--- src/rtl/psum_line_accumulator_pkg.sv ---
// Shared types and arithmetic for the psum line accumulator.
// Holds the FSM encoding, the default line geometry and the saturating adder.
package psum_line_accumulator_pkg;

   localparam int DEF_ACC_WIDTH = 16;
   localparam int DEF_LINE_LEN  = 16;

   typedef enum logic [1:0] {
      ST_IDLE  = 2'd0,
      ST_ACCUM = 2'd1,
      ST_DRAIN = 2'd2
   } state_t;

   // Signed add clamped to the range of a width-bit two's complement value.
   function automatic longint sat_add(input longint a, input longint b, input int width);
      longint sum;
      longint hi;
      longint lo;
      sum = a + b;
      hi  = (longint'(1) <<< (width - 1)) - 1;
      lo  = -hi - 1;
      if (sum > hi)
         sum = hi;
      else if (sum < lo)
         sum = lo;
      return sum;
   endfunction

endpackage

--- src/rtl/psum_line_accumulator_if.sv ---
// Psum lanes from the conv engine plus the packed valid/ready output stream.
// The accumulator takes the slave side; the producer/consumer pair takes master.
interface psum_line_accumulator_if #(
   parameter int BIT_WIDTH  = 8,
   parameter int ACC_WIDTH  = 16,
   parameter int NUM_KERNEL = 4
);
   logic signed [BIT_WIDTH-1:0]        i_psum_kn0;
   logic signed [BIT_WIDTH-1:0]        i_psum_kn1;
   logic signed [BIT_WIDTH-1:0]        i_psum_kn2;
   logic signed [BIT_WIDTH-1:0]        i_psum_kn3;
   logic                               i_psum_kn0_val;
   logic                               i_psum_kn1_val;
   logic                               i_psum_kn2_val;
   logic                               i_psum_kn3_val;
   logic [ACC_WIDTH*NUM_KERNEL-1:0]    o_data;
   logic                               o_data_val;
   logic                               i_data_rdy;

   modport slave (
      input  i_psum_kn0, i_psum_kn1, i_psum_kn2, i_psum_kn3,
      input  i_psum_kn0_val, i_psum_kn1_val, i_psum_kn2_val, i_psum_kn3_val,
      input  i_data_rdy,
      output o_data, o_data_val
   );

   modport master (
      output i_psum_kn0, i_psum_kn1, i_psum_kn2, i_psum_kn3,
      output i_psum_kn0_val, i_psum_kn1_val, i_psum_kn2_val, i_psum_kn3_val,
      output i_data_rdy,
      input  o_data, o_data_val
   );
endinterface

--- src/rtl/psum_line_accumulator_lane_acc.sv ---
// One kernel lane: LINE_LEN-deep accumulator store with its own write pointer.
// Pass 0 overwrites, later passes add with saturation; reads use the shared drain address.
module psum_lane_acc
   import psum_line_accumulator_pkg::*;
#(
   parameter int  BIT_WIDTH = 8,
   parameter int  ACC_WIDTH = DEF_ACC_WIDTH,
   parameter int  LINE_LEN  = DEF_LINE_LEN,
   localparam int AW        = $clog2(LINE_LEN),
   localparam int PW        = $clog2(LINE_LEN + 1)
) (
   input  logic                        clk,
   input  logic                        rst,
   input  logic signed [BIT_WIDTH-1:0] psum,
   input  logic                        psum_val,
   input  logic                        accept_en,
   input  logic                        first_pass,
   input  logic                        clr_ptr,
   input  logic [AW-1:0]               rd_addr,
   output logic signed [ACC_WIDTH-1:0] rd_data,
   output logic                        lane_full,
   output logic                        drop
);

   logic [PW-1:0]               wr_ptr;
   logic signed [ACC_WIDTH-1:0] mem [LINE_LEN];
   logic signed [ACC_WIDTH-1:0] psum_ext;
   logic signed [ACC_WIDTH-1:0] wr_data;
   logic                        wr_en;

   assign lane_full = (wr_ptr == PW'(LINE_LEN));
   assign wr_en     = accept_en && psum_val && !lane_full;
   // Any beat that is not written is a drop: wrong state or lane already full.
   assign drop      = psum_val && !wr_en;
   assign psum_ext  = ACC_WIDTH'(psum);

   assign wr_data = first_pass ? psum_ext
                  : ACC_WIDTH'(sat_add(longint'(mem[wr_ptr[AW-1:0]]), longint'(psum_ext), ACC_WIDTH));

   always_ff @(posedge clk) begin
      if (rst)
         wr_ptr <= '0;
      else if (clr_ptr)
         wr_ptr <= '0;
      else if (wr_en)
         wr_ptr <= wr_ptr + PW'(1);
   end

   // NOTE: the store has no reset; pass 0 overwrites every entry before it is read.
   always_ff @(posedge clk) begin
      if (wr_en)
         mem[wr_ptr[AW-1:0]] <= wr_data;
   end

   assign rd_data = mem[rd_addr];

endmodule

--- src/rtl/psum_line_accumulator.sv ---
// Collects four kernel psum streams over several passes, then drains one
// position per beat (all kernels packed) on a valid/ready stream.
module psum_line_accumulator
   import psum_line_accumulator_pkg::*;
#(
   parameter int BIT_WIDTH  = 8,
   parameter int NUM_KERNEL = 4,
   parameter int ACC_WIDTH  = DEF_ACC_WIDTH,
   parameter int LINE_LEN   = DEF_LINE_LEN,
   parameter int PASS_WIDTH = 4
) (
   input  logic                  clk,
   input  logic                  rst,
   input  logic                  i_start,
   input  logic [PASS_WIDTH-1:0] cfg_num_pass,
   psum_line_accumulator_if.slave bus,
   output logic                  o_busy,
   output logic                  o_done,
   output logic                  o_err_drop,
   output logic [PASS_WIDTH-1:0] o_pass_cnt
);

   localparam int AW = $clog2(LINE_LEN);

   state_t                          state;
   logic [PASS_WIDTH-1:0]           pass_cnt;
   logic [PASS_WIDTH-1:0]           num_pass;
   logic [AW-1:0]                   rd_ptr;
   logic [AW-1:0]                   rd_addr;
   logic [ACC_WIDTH*NUM_KERNEL-1:0] data_q;
   logic [ACC_WIDTH*NUM_KERNEL-1:0] rd_pack;
   logic                            data_val;
   logic                            err_drop;

   logic signed [BIT_WIDTH-1:0]     psum      [NUM_KERNEL];
   logic signed [ACC_WIDTH-1:0]     rd_data   [NUM_KERNEL];
   logic [NUM_KERNEL-1:0]           psum_val;
   logic [NUM_KERNEL-1:0]           lane_full;
   logic [NUM_KERNEL-1:0]           lane_drop;

   logic hs;
   logic at_last;
   logic last_pass;
   logic start_line;
   logic turnover;

   // The engine exposes exactly four named lanes.
   assign psum[0]     = bus.i_psum_kn0;
   assign psum[1]     = bus.i_psum_kn1;
   assign psum[2]     = bus.i_psum_kn2;
   assign psum[3]     = bus.i_psum_kn3;
   assign psum_val[0] = bus.i_psum_kn0_val;
   assign psum_val[1] = bus.i_psum_kn1_val;
   assign psum_val[2] = bus.i_psum_kn2_val;
   assign psum_val[3] = bus.i_psum_kn3_val;

   assign hs         = (state == ST_DRAIN) && data_val && bus.i_data_rdy;
   assign at_last    = (rd_ptr == AW'(LINE_LEN - 1));
   assign last_pass  = (pass_cnt == num_pass - PASS_WIDTH'(1));
   assign start_line = (state == ST_IDLE) && i_start;
   assign turnover   = (state == ST_ACCUM) && (&lane_full) && !last_pass;

   // Look one entry ahead on a handshake so the next beat loads in the same cycle.
   assign rd_addr = (hs && !at_last) ? rd_ptr + AW'(1) : rd_ptr;

   for (genvar k = 0; k < NUM_KERNEL; k++) begin : g_lane
      psum_lane_acc #(
         .BIT_WIDTH (BIT_WIDTH),
         .ACC_WIDTH (ACC_WIDTH),
         .LINE_LEN  (LINE_LEN)
      ) u_lane (
         .clk        (clk),
         .rst        (rst),
         .psum       (psum[k]),
         .psum_val   (psum_val[k]),
         .accept_en  (state == ST_ACCUM),
         .first_pass (pass_cnt == '0),
         .clr_ptr    (start_line || turnover),
         .rd_addr    (rd_addr),
         .rd_data    (rd_data[k]),
         .lane_full  (lane_full[k]),
         .drop       (lane_drop[k])
      );
   end

   // NOTE: give every always_comb output a default first so no latch is inferred.
   always_comb begin
      rd_pack = '0;
      for (int k = 0; k < NUM_KERNEL; k++)
         rd_pack[k*ACC_WIDTH +: ACC_WIDTH] = rd_data[k];
   end

   always_ff @(posedge clk) begin
      if (rst) begin
         state    <= ST_IDLE;
         pass_cnt <= '0;
         num_pass <= '0;
         rd_ptr   <= '0;
         data_q   <= '0;
         data_val <= 1'b0;
         err_drop <= 1'b0;
      end else begin
         if (|lane_drop)
            err_drop <= 1'b1;
         case (state)
            ST_IDLE: begin
               if (i_start) begin
                  state    <= ST_ACCUM;
                  num_pass <= (cfg_num_pass == '0) ? PASS_WIDTH'(1) : cfg_num_pass;
                  pass_cnt <= '0;
                  rd_ptr   <= '0;
                  err_drop <= 1'b0;
               end
            end
            ST_ACCUM: begin
               if (&lane_full) begin
                  if (last_pass) begin
                     state  <= ST_DRAIN;
                     rd_ptr <= '0;
                  end else begin
                     pass_cnt <= pass_cnt + PASS_WIDTH'(1);
                  end
               end
            end
            ST_DRAIN: begin
               if (!data_val) begin
                  data_q   <= rd_pack;
                  data_val <= 1'b1;
               end else if (bus.i_data_rdy) begin
                  if (at_last) begin
                     state    <= ST_IDLE;
                     data_val <= 1'b0;
                  end else begin
                     rd_ptr <= rd_ptr + AW'(1);
                     data_q <= rd_pack;
                  end
               end
            end
            default: state <= ST_IDLE;
         endcase
      end
   end

   assign bus.o_data     = data_q;
   assign bus.o_data_val = data_val;
   assign o_busy         = (state != ST_IDLE);
   assign o_done         = hs && at_last;
   assign o_err_drop     = err_drop;
   assign o_pass_cnt     = pass_cnt;

endmodule

--- src/flat_wrapper.sv ---
// flat-port wrapper written by rule: the top's interface ports become plain ports
module psum_line_accumulator_flat import psum_line_accumulator_pkg::*;
#(
   parameter int BIT_WIDTH  = 8,
   parameter int NUM_KERNEL = 4,
   parameter int ACC_WIDTH  = DEF_ACC_WIDTH,
   parameter int LINE_LEN   = DEF_LINE_LEN,
   parameter int PASS_WIDTH = 4
)
  (clk, rst, i_start, cfg_num_pass, o_busy, o_done, o_err_drop, o_pass_cnt, bus_i_psum_kn0, bus_i_psum_kn1, bus_i_psum_kn2, bus_i_psum_kn3, bus_i_psum_kn0_val, bus_i_psum_kn1_val, bus_i_psum_kn2_val, bus_i_psum_kn3_val, bus_i_data_rdy, bus_o_data, bus_o_data_val);
  psum_line_accumulator_if #(.BIT_WIDTH(BIT_WIDTH), .ACC_WIDTH(ACC_WIDTH), .NUM_KERNEL(NUM_KERNEL)) bus_i ();
  input  logic clk;
  input  logic rst;
  input  logic i_start;
  input  logic [PASS_WIDTH-1:0] cfg_num_pass;
  output logic o_busy;
  output logic o_done;
  output logic o_err_drop;
  output logic [PASS_WIDTH-1:0] o_pass_cnt;
  input wire logic [$bits(bus_i.i_psum_kn0)-1:0] bus_i_psum_kn0;
  input wire logic [$bits(bus_i.i_psum_kn1)-1:0] bus_i_psum_kn1;
  input wire logic [$bits(bus_i.i_psum_kn2)-1:0] bus_i_psum_kn2;
  input wire logic [$bits(bus_i.i_psum_kn3)-1:0] bus_i_psum_kn3;
  input wire logic [$bits(bus_i.i_psum_kn0_val)-1:0] bus_i_psum_kn0_val;
  input wire logic [$bits(bus_i.i_psum_kn1_val)-1:0] bus_i_psum_kn1_val;
  input wire logic [$bits(bus_i.i_psum_kn2_val)-1:0] bus_i_psum_kn2_val;
  input wire logic [$bits(bus_i.i_psum_kn3_val)-1:0] bus_i_psum_kn3_val;
  input wire logic [$bits(bus_i.i_data_rdy)-1:0] bus_i_data_rdy;
  output wire logic [$bits(bus_i.o_data)-1:0] bus_o_data;
  output wire logic [$bits(bus_i.o_data_val)-1:0] bus_o_data_val;
  assign bus_i.i_psum_kn0 = bus_i_psum_kn0;
  assign bus_i.i_psum_kn1 = bus_i_psum_kn1;
  assign bus_i.i_psum_kn2 = bus_i_psum_kn2;
  assign bus_i.i_psum_kn3 = bus_i_psum_kn3;
  assign bus_i.i_psum_kn0_val = bus_i_psum_kn0_val;
  assign bus_i.i_psum_kn1_val = bus_i_psum_kn1_val;
  assign bus_i.i_psum_kn2_val = bus_i_psum_kn2_val;
  assign bus_i.i_psum_kn3_val = bus_i_psum_kn3_val;
  assign bus_i.i_data_rdy = bus_i_data_rdy;
  assign bus_o_data = bus_i.o_data;
  assign bus_o_data_val = bus_i.o_data_val;
  psum_line_accumulator #(.BIT_WIDTH(BIT_WIDTH), .NUM_KERNEL(NUM_KERNEL), .ACC_WIDTH(ACC_WIDTH), .LINE_LEN(LINE_LEN), .PASS_WIDTH(PASS_WIDTH)) u_core (.clk(clk), .rst(rst), .i_start(i_start), .cfg_num_pass(cfg_num_pass), .bus(bus_i), .o_busy(o_busy), .o_done(o_done), .o_err_drop(o_err_drop), .o_pass_cnt(o_pass_cnt));
endmodule
--- config.mk ---
export PLATFORM = sky130hd
export DESIGN_NAME = psum_line_accumulator_flat
export DESIGN_NICKNAME = d
export VERILOG_FILES = /design/src/rtl/psum_line_accumulator_pkg.sv /design/src/rtl/psum_line_accumulator_if.sv /design/src/rtl/psum_line_accumulator_lane_acc.sv /design/src/rtl/psum_line_accumulator.sv /design/src/flat_wrapper.sv
export SDC_FILE = /design/constraint.sdc
export NUM_CORES = 2
export LEC_CHECK = 0
export BUFFER_PORTS_ARGS = -buffer_cell sky130_fd_sc_hd__buf_2
export CAP_MARGIN = 20
export CORE_MARGIN = 1.5
export CORE_UTILIZATION = 48
export DETAILED_ROUTE_END_ITERATION = 8
export GPL_ROUTABILITY_DRIVEN = 0
export SYNTH_ARGS = -nofsm -noshare
export SYNTH_HDL_FRONTEND = slang
export SYNTH_SLANG_ARGS = --single-unit
export TNS_END_PERCENT = 5
--- constraint.sdc ---
create_clock -name clk -period 6.59 [get_ports clk]
set_input_delay 0.659 -clock clk [delete_from_list [all_inputs] [get_ports clk]]
set_output_delay 0.659 -clock clk [all_outputs]
set_load 0.02 [all_outputs]
==> flow_metrics.py <==
metrics = {
    "final_layout": {
        "layout-area-overhead-vs-synth_pct": 13.50,
        "drive_gt1_share_pct": 32.75,
        "final_core_utilization_pct": 55.08,
        "finished_cell_area_sq_um": 62140,
        "finish.cell_count_without_fillers": 4939,
        "post_layout_net_count": 3464,
        "final.fill_count": 8613,
    },
    "cts": {
        "worst_skew_pair_latency_ns": 0.72,
        "cts.hold.buffers_added": 0,
        "ctsHtreeMaxLevel": 3,
        "tritoncts": "done",
        "root_buffer": "sky130_fd_sc_hd__clkbuf_16",
        "cts_sinks": 1140,
        "clock_path_buffers": 3,
        "worst_setup_hold_path_clk_slew_ns": 0.06,
        "cts-buffers-inserted": 120,
        "cts_setup_buffers": 0,
        "postCtsResizedCells": 0,
    },
    "synthesis": {
        "synth_area_per_cell_sq_um": 17.27,
        "ys_dominant_reg_cell": "sky130_fd_sc_hd__edfxtp_1",
        "synthesis.instances": 3169,
        "edff_count_synth": 1024,
        "most_numerous_cell_in_the_yosys_netlist": "sky130_fd_sc_hd__edfxtp_1",
        "synth.top_cell.area_share_pct": 56.17,
        "sequential_share_of_the_synthesized_area_pct": 60.41,
        "yosys-top-cells-area": "sky130_fd_sc_hd__edfxtp_1 56%, sky130_fd_sc_hd__mux4_2 21%, sky130_fd_sc_hd__dfxtp_1 4.2%",
        "synth.largest_area_cell": "sky130_fd_sc_hd__edfxtp_1",
        "yosys_register_bits": 1140,
        "syn_area_sq_um": 54740,
        "synthArstFlopShare_pct": 0,
        "synth-warning-count": 0,
        "ys_top_cells_by_count": "1024 x sky130_fd_sc_hd__edfxtp_1, 512 x sky130_fd_sc_hd__mux4_2, 194 x sky130_fd_sc_hd__a21oi_1, 181 x sky130_fd_sc_hd__nor2_1, 136 x sky130_fd_sc_hd__mux2i_1",
        "mappedNetlistNets": 3301,
        "ys_types": 73,
    },
    "routing": {
        "final_antenna_net_count": 0,
        "wire_per_inst_um": 30.65,
        "route.detailed.vias_per_inst": 6.525,
        "vias": 32230,
        "route.detailed.drc": 0,
        "total_routed_length_um": 151400,
        "dr.pass1.iters": 5,
        "dr.first_iter.drc_count": 3439,
    },
    "sta": {
        "finalWorstSetupSlack_ns": 1.274,
        "timing_worst_slew_pin_value_ns": 1.210,
        "hold_slack_ns": 0.2301,
        "clock-skew-final_ns": 0.02469,
        "final-max-slew-violation-count": 0,
        "setup-violations-final": 0,
        "post-route-period-util_pct": 80.67,
        "unrepaired_setup_endpoints_after_global_routing": "no",
        "max_freq_mhz": 188.1,
        "fin_setup_tns_ns": 0,
        "slew_headroom_pct": 19.33,
        "final_period_minus_worst_setup_slack_ns": 5.316,
        "hold_viol": 0,
    },
    "setup_path": {
        "worst-endpoint-required_ns": 6.92,
        "worst_setup_path_end_kind": "flop",
        "worst-endpoint-arrival_ns": 5.64,
        "largest_fanout_on_the_critical_path": 37,
        "critPathKind": "reg2reg",
        "reg2regPathDepth": 11,
        "crit_path_start_kind": "flop",
    },
    "global_routing": {
        "grt_pass1_vias": 33410,
        "grt_first_pass_wirelength_um": 220600,
        "global_route.overflow_total": 0,
        "grt_max_degree": 126,
        "grt_antenna_before_repair": 4,
        "gr-usage-all-layers_pct": 26.03,
    },
    "place": {
        "hpwl_detailed_um": 87900,
        "dp_cells": 4703,
        "port_buffers": 115,
        "dp_slack_ns": 1.252,
        "cell_area_after_placement_sq_um": 57730,
    },
    "floorplan": {
        "core_sq_um": 112800,
        "die_ht_um": 340.7,
        "floorplan.rows": 123,
        "boundaryPins": 116,
        "floorplan.die.width_um": 340.7,
        "initial_utilization_pct": 48.53,
        "floorplan.die_area_sq_um": 116100,
    },
    "pwr": {
        "cellPowerDensity_nw_per_um2": 260.1,
        "maximum_vdd_drop_uv": 211.5,
        "total_power_after_layout_mw": 16.16,
        "p_leak_nw": 20.48,
    },
    "hold_path": {
        "min_path_cells": 3,
        "min_path_type": "in2reg",
    },
    "flow_run": {
        "maxCapViolations": 0,
    },
    "run_status": {
        "status": "finished clean",
    },
}
layout make-up:
type,count,area (sq um),area share [%]
inverters,36,135.1,0.2175
well taps,1500,1877,3.020
multi-input cells,1779,20950,33.71
clock buffers,163,3451,5.554
flip-flops and latches,1140,33090,53.26
repair buffers,255,1733,2.789
clock inverters,65,898.4,1.446
diodes,1,2.502,0.004027
routing by layer:
| metal | part of all wire, % | vias to the layer above | global-route usage, % |
|---|---|---|---|
| met5 | 0.021 | - | 0.8170 |
| met4 | 3.4 | 6 | 9.500 |
| met3 | 8.4 | 311 | 4.924 |
| met2 | 48 | 1569 | 41.51 |
| met1 | 41 | 16840 | 35.87 |
| li1 | - | 13500 | - |
report_power, final:
| group | internal (mW) | switching, mW |
|---|---|---|
| Combinational | 0.371 | 0.502 |
| Clock | 4.51 | 2.81 |
| Sequential | 7.93 | 0.0363 |
flip-flops by register name (all words and copies together), names as in the netlist, named ones only:
name / count
u_core.bus.o_data: 64
u_core.bus.o_data_val: 1
u_core.state: 2
u_core.o_pass_cnt: 4
u_core.num_pass: 4
u_core.o_err_drop: 1
u_core.g_lane.u_lane.mem: 1024
u_core.g_lane.u_lane.wr_ptr: 20
u_core.rd_ptr: 4
cell families after synthesis:
logic type	share of synthesized area, %
buffers and inverters	2.071
multiplexers	23.60
adder cells (fa/ha/maj)	2.084
flip-flops	60.41
AND/OR/NAND/NOR	4.020
XOR/XNOR	1.264
AO/OA/AOI/OAI	6.550
cells in the final DEF, fill, tap and decap left out, drive strengths merged, types with 38 or more instances in the layout:
master and count:
o221ai 65, buf 255, mux2i 136, a211oi 72, inv 38, nor2b 69, edfxtp 1024, nor2 181
a21oi 194, xor2 41, nand2 78, o21ai 66, xnor2 38, clkbuf 163, dfxtp 116, nor3 43
ha 84, mux4 512
critical path, cell delays in order (launching register included):
cell,delay (ns)
sky130_fd_sc_hd__dfxtp_4,0.86
sky130_fd_sc_hd__mux4_2,0.60
sky130_fd_sc_hd__mux4_2,0.48
sky130_fd_sc_hd__ha_1,0.36
sky130_fd_sc_hd__a2111oi_0,0.45
sky130_fd_sc_hd__o21ai_0,0.25
sky130_fd_sc_hd__nand2_1,0.18
sky130_fd_sc_hd__o21a_1,0.22
sky130_fd_sc_hd__and3_1,0.22
sky130_fd_sc_hd__a211oi_2,0.13
sky130_fd_sc_hd__buf_4,0.23
sky130_fd_sc_hd__a22oi_1,0.94
worst paths after layout:
check	startpoint	slack (ns)	end
hold reg to reg	u_core.bus.o_data[38]	0.51	u_core.bus.o_data[38]
hold / removal	cfg_num_pass[3]	0.23	u_core.num_pass[3]
setup reg to reg	flop	1.27	u_core.g_lane[1].u_lane.mem[12][1]
setup / recovery	flop	1.27	u_core.g_lane[1].u_lane.mem[12][1]
Note: power is estimated with default switching activity, not from simulation.
